===== config.mk =====
export PLATFORM = sky130hd
export DESIGN_NAME = fetch_sequencer
export DESIGN_NICKNAME = d
export VERILOG_FILES = /design/src/rtl/fetch_pkg.sv /design/src/rtl/fetch_sequencer.sv
export SDC_FILE = /design/constraint.sdc
export NUM_CORES = 1
export LEC_CHECK = 0
export ABC_AREA = 1
export BUFFER_PORTS_ARGS = -buffer_cell sky130_fd_sc_hd__buf_2
export CORE_UTILIZATION = 51
export CTS_CLUSTER_DIAMETER = 40
export DETAILED_ROUTE_END_ITERATION = 7
export HOLD_SLACK_MARGIN = 0.12
export PLACE_DENSITY = 0.83
export SLEW_MARGIN = 30
export SYNTH_ARGS = -nofsm -noshare
export SYNTH_HDL_FRONTEND = slang
export SYNTH_SLANG_ARGS = --single-unit

===== constraint.sdc =====
create_clock -name clk -period 2.8 [get_ports clk]
set_clock_uncertainty 0.05 [all_clocks]
set_input_delay 0.56 -clock clk [delete_from_list [all_inputs] [get_ports clk]]
set_output_delay 0.56 -clock clk [all_outputs]
set_load 0.01 [all_outputs]

===== src/rtl/fetch_pkg.sv =====
// Shared types and constants for the instruction fetch/sequencing engine.
package fetch_pkg;

  localparam int OPCODE_W   = 4;
  localparam int INSTR_W    = 32;
  localparam int OPCODE_MSB = 31;

  typedef enum logic [2:0] {
    IDLE   = 3'd0,
    FETCH  = 3'd1,
    DECODE = 3'd2,
    EXEC   = 3'd3,
    HALT   = 3'd4
  } state_e;

  function automatic logic [OPCODE_W-1:0] opcode_of(input logic [INSTR_W-1:0] instr);
    return instr[OPCODE_MSB -: OPCODE_W];
  endfunction

endpackage


===== src/rtl/fetch_sequencer.sv =====
// fetch_sequencer: multi-cycle FETCH/DECODE/EXEC engine that owns PC and IR.
// Optional fetch watchdog (fetch_err pulse + retry gap) enabled by defining FETCH_TIMEOUT_EN.
module fetch_sequencer
  import fetch_pkg::*;
#(
  parameter int                  ADDR_W   = 16,
  parameter logic [ADDR_W-1:0]   RESET_PC = '0,
  parameter logic [OPCODE_W-1:0] HALT_OP  = 4'hF,
  parameter int                  TIMEOUT  = 15
) (
  input  logic                clk,
  input  logic                rst_n,
  output logic                mem_req,
  output logic [ADDR_W-1:0]   mem_addr,
  input  logic                mem_ack,
  input  logic [INSTR_W-1:0]  mem_rdata,
  input  logic                ctl_incpc,
  input  logic                ctl_ldpc,
  input  logic [ADDR_W-1:0]   branch_addr,
  output logic [ADDR_W-1:0]   pc,
  output logic [INSTR_W-1:0]  ir,
  output logic [OPCODE_W-1:0] opcode,
  output logic                instr_valid,
  output logic                halted,
  output logic                fetch_err
);

  localparam logic [2:0] ST_IDLE   = IDLE;
  localparam logic [2:0] ST_FETCH  = FETCH;
  localparam logic [2:0] ST_DECODE = DECODE;
  localparam logic [2:0] ST_EXEC   = EXEC;
  localparam logic [2:0] ST_HALT   = HALT;

  logic [2:0]         state_reg, state_next;
  logic [ADDR_W-1:0]  pc_reg, pc_next;
  logic [INSTR_W-1:0] ir_reg, ir_next;
  logic               run_reg;
  logic               req_active;
  logic               fetch_hit;

  // run_reg gives the synchronous release: IDLE lasts one full cycle after rst_n rises.
  always_ff @(posedge clk or negedge rst_n) begin
    if (!rst_n) begin
      state_reg <= ST_IDLE;
      pc_reg    <= RESET_PC;
      ir_reg    <= '0;
      run_reg   <= 1'b0;
    end else begin
      state_reg <= state_next;
      pc_reg    <= pc_next;
      ir_reg    <= ir_next;
      run_reg   <= 1'b1;
    end
  end

  assign fetch_hit = req_active & mem_ack;

  always_comb begin
    state_next = state_reg;
    pc_next    = pc_reg;
    ir_next    = ir_reg;
    case (state_reg)
      ST_IDLE: begin
        if (run_reg) state_next = ST_FETCH;
      end
      ST_FETCH: begin
        if (fetch_hit) begin
          ir_next    = mem_rdata;
          state_next = ST_DECODE;
        end
      end
      ST_DECODE: begin
        state_next = (opcode_of(ir_reg) == HALT_OP) ? ST_HALT : ST_EXEC;
      end
      ST_EXEC: begin
        // Branch beats increment when control_unit asserts both.
        if (ctl_ldpc) begin
          pc_next    = branch_addr;
          state_next = ST_FETCH;
        end else if (ctl_incpc) begin
          pc_next    = pc_reg + ADDR_W'(1);
          state_next = ST_FETCH;
        end
      end
      ST_HALT: begin
        state_next = ST_HALT;
      end
      default: begin
        state_next = ST_IDLE;
      end
    endcase
  end

`ifdef FETCH_TIMEOUT_EN
  localparam int              CNT_W    = $clog2(TIMEOUT + 1);
  localparam logic [CNT_W-1:0] CNT_LAST = CNT_W'(TIMEOUT - 1);

  logic [CNT_W-1:0] cnt_reg, cnt_next;
  logic             gap_reg, gap_next;

  // Counter is zero outside FETCH, so it restarts on every FETCH entry and after each gap.
  always_comb begin
    cnt_next = '0;
    gap_next = 1'b0;
    if (req_active && !mem_ack) begin
      if (cnt_reg == CNT_LAST) gap_next = 1'b1;
      else                     cnt_next = cnt_reg + CNT_W'(1);
    end
  end

  always_ff @(posedge clk or negedge rst_n) begin
    if (!rst_n) begin
      cnt_reg <= '0;
      gap_reg <= 1'b0;
    end else begin
      cnt_reg <= cnt_next;
      gap_reg <= gap_next;
    end
  end

  assign req_active = (state_reg == ST_FETCH) && !gap_reg;
  assign fetch_err  = gap_reg;
`else
  assign req_active = (state_reg == ST_FETCH);
  // No watchdog: constant 0 for any legal TIMEOUT.
  assign fetch_err  = (TIMEOUT < 0);
`endif

  assign mem_req     = req_active;
  assign mem_addr    = pc_reg;
  assign pc          = pc_reg;
  assign ir          = ir_reg;
  assign opcode      = opcode_of(ir_reg);
  assign instr_valid = (state_reg == ST_DECODE);
  assign halted      = (state_reg == ST_HALT);

endmodule

==> reports/metrics.yaml <==
status: "complete, no violations"
finalSetupTns_ns: 0
gp_congestion: 0.824
netlist_top_cells_count: "nand2_1 (60), dfrtp_1 (52), nor2_1 (37)"
area_delta_synth_final_pct: 19.4
path_class: "flip-flop to output pin"
io_buffers: 123
cts_sinks: 52
first_global_vias: 2169
synthCells: 299
cts-resized-gates: 0
grt_pass1_wl_um: 9910
io_pins: 125
critPathLaunch: "state_reg[0]"
peakVddDrop_v: 0.000630
wirelength_um: 5870
largest_register_ffs: 32
leakage_nw: 1.88
slowest_stage: "dfrtp_1"
syn_avg_cell_area_um2: 9.53
layout.cells.non_filler: 472
clock.fmax_mhz: 514
critical_path_arrival_ns: 1.34
wire_per_inst_um: 12.4
synth_top_area_share_pct: 45.7
grt_start_max_net_pins: 33
yosys_warnings: 0
rows: 26
drt_iter0_drc: 181
synth_ff_type: "dfrtp_1"
crit_fanout: 5
ys_top_cells_by_area: "dfrtp_1 (46%), mux2_4 (16%), nand2_1 (7.9%)"
root_buffer: "clkbuf_8"
reg2reg_from: "state_reg[0]"
insertion_delay_ns: 0.30
critPathCaptureType: "output pin"
reg2regPathDepth: 4
drv_cap: 0
layout-drive-gt1-share_pct: 42.8
fin_util_pct: 65.0
max_slew.worst_pin.slew_ns: 0.578
drtPass1Iterations: 4
crit_path_cell_trace: "nor3_1 > buf_2"
die_h_um: 76.8
routed_via_density: 4.87
drtAntennaViolNets: 0
route.detailed.drc: 0
r2r_slack_ns: 1.18
grt_usage_pct: 21.4
r2r_end: "ir[24]"
cts.clk_slew.worst_paths_ns: 0.09
dieArea_um2: 5890
hold_path.class: "input port to asynchronous set/reset pin"
antenna_found_initial: 0
finalHoldViolations: 0
slowest_delay_ns: 0.45
overflow: 0
num_antenna_cells: 0
nNetsFinal: 456
yosys.area.top_type: "dfrtp_1"
initial_utilization_pct: 54.4
cts_tree: "done"
p_per_area_nw_per_um2: 1110
core-area_um2: 5240
synth_nets: 353
slew_headroom_pct: 61.5
synth_area_um2: 2850
seq_area_frac_synth_pct: 45.7
worstPathBufferInverterCount: 1
rsz0062_at_grt: "false"
post_cts_buffers: 0
vias: 2298
dp_cells: 465
crit_family: "flip-flops"
die_w_um: 76.8
critical_path.startpoint_type: "flip-flop"
dp_hpwl_um: 4420
critPathRequiredTime_ns: 2.19
period_share_pct: 69.5
fin_crit_ns: 1.95
numCtsBuffers: 5
synthArstFlopShare_pct: 100
clock_path_buffers: 2
cts_hold_buf: 0
h-tree-depth: 2
ys_ff_latch: 52
setup_viol: 0
yosysMostFrequentCell: "nand2_1"
synth_edf_count: 0
synth_cell_types: 30
slew_viol_final: 0
worst max path at each step:
stage / end / depth (start not counted)
after floorplan: instr_valid / 1
after global placement: mem_addr[2] / 6
after detailed placement: mem_addr[2] / 6
after CTS: instr_valid / 2
after global routing: instr_valid / 2
final: instr_valid / 2
cells by family after synthesis:
group,share of synthesized area (%)
other cells,0.263
mux,16.6
fa+ha+maj,0.439
buf+inv,11.9
compound gates,5.93
flops,45.7
simple gates,19.2
metrics by stage:
stage / hold WS (ns) / setup slack (ns) / power (mW) / instance area, um2
2_1_floorplan: 0.214 / 1.32 / 2.91 / 2850
3_3_place_gp: 0.441 / 0.973 / 3.35 / 3320
3_5_place_dp: 0.441 / 0.938 / 3.40 / 3320
4_1_cts: 0.184 / 0.850 / 3.82 / 3400
5_1_grt: 0.203 / 0.766 / 4.09 / 3400
6_report: 0.175 / 0.853 / 3.78 / 3400
per-layer routing:
| metal | routed length, um | vias up | share of wire [%] | GRT usage [%] |
|---|---|---|---|---|
| met3 | 449 | 4 | 7.7 | 5.48 |
| met4 | 46 | 0 | 0.78 | 7.31 |
| met5 | 0 | - | 0 | 0 |
| li1 | - | 1151 | - | - |
| met2 | 2630 | 113 | 45 | 34.6 |
| met1 | 2740 | 1030 | 47 | 27.9 |
layout by cell type, fill, tap and decap left out, drive strengths merged, types with 2 or more instances in the layout:
master	count
nand4	5
o21ai	13
nand2	61
clkbuf	5
nor3	2
a31oi	2
conb	2
nand3	19
inv	24
o22ai	3
nor2	38
dfrtp	52
o21bai	2
buf	125
a21oi	10
mux2	32
clkinv	2
cell type report:
| class | count | area [um2] |
|---|---|---|
| Multi-Input combinational cell | 193 | 1210 |
| Clock buffer | 5 | 68.8 |
| Fill cell | 439 | 1830 |
| Sequential cell | 52 | 1300 |
| Clock inverter | 2 | 12.5 |
| Tap cell | 70 | 87.6 |
| Inverter | 25 | 93.8 |
| Timing Repair Buffer | 125 | 631 |
where the power goes:
part           internal (mW)  switching [mW]  leakage, nW
Sequential              1.12           0.356        0.612
Clock                  0.170           0.237       0.0400
Combinational          0.945           0.953         1.23
Total                   2.24            1.55         1.88
Note: power is estimated with default switching activity, not from simulation.
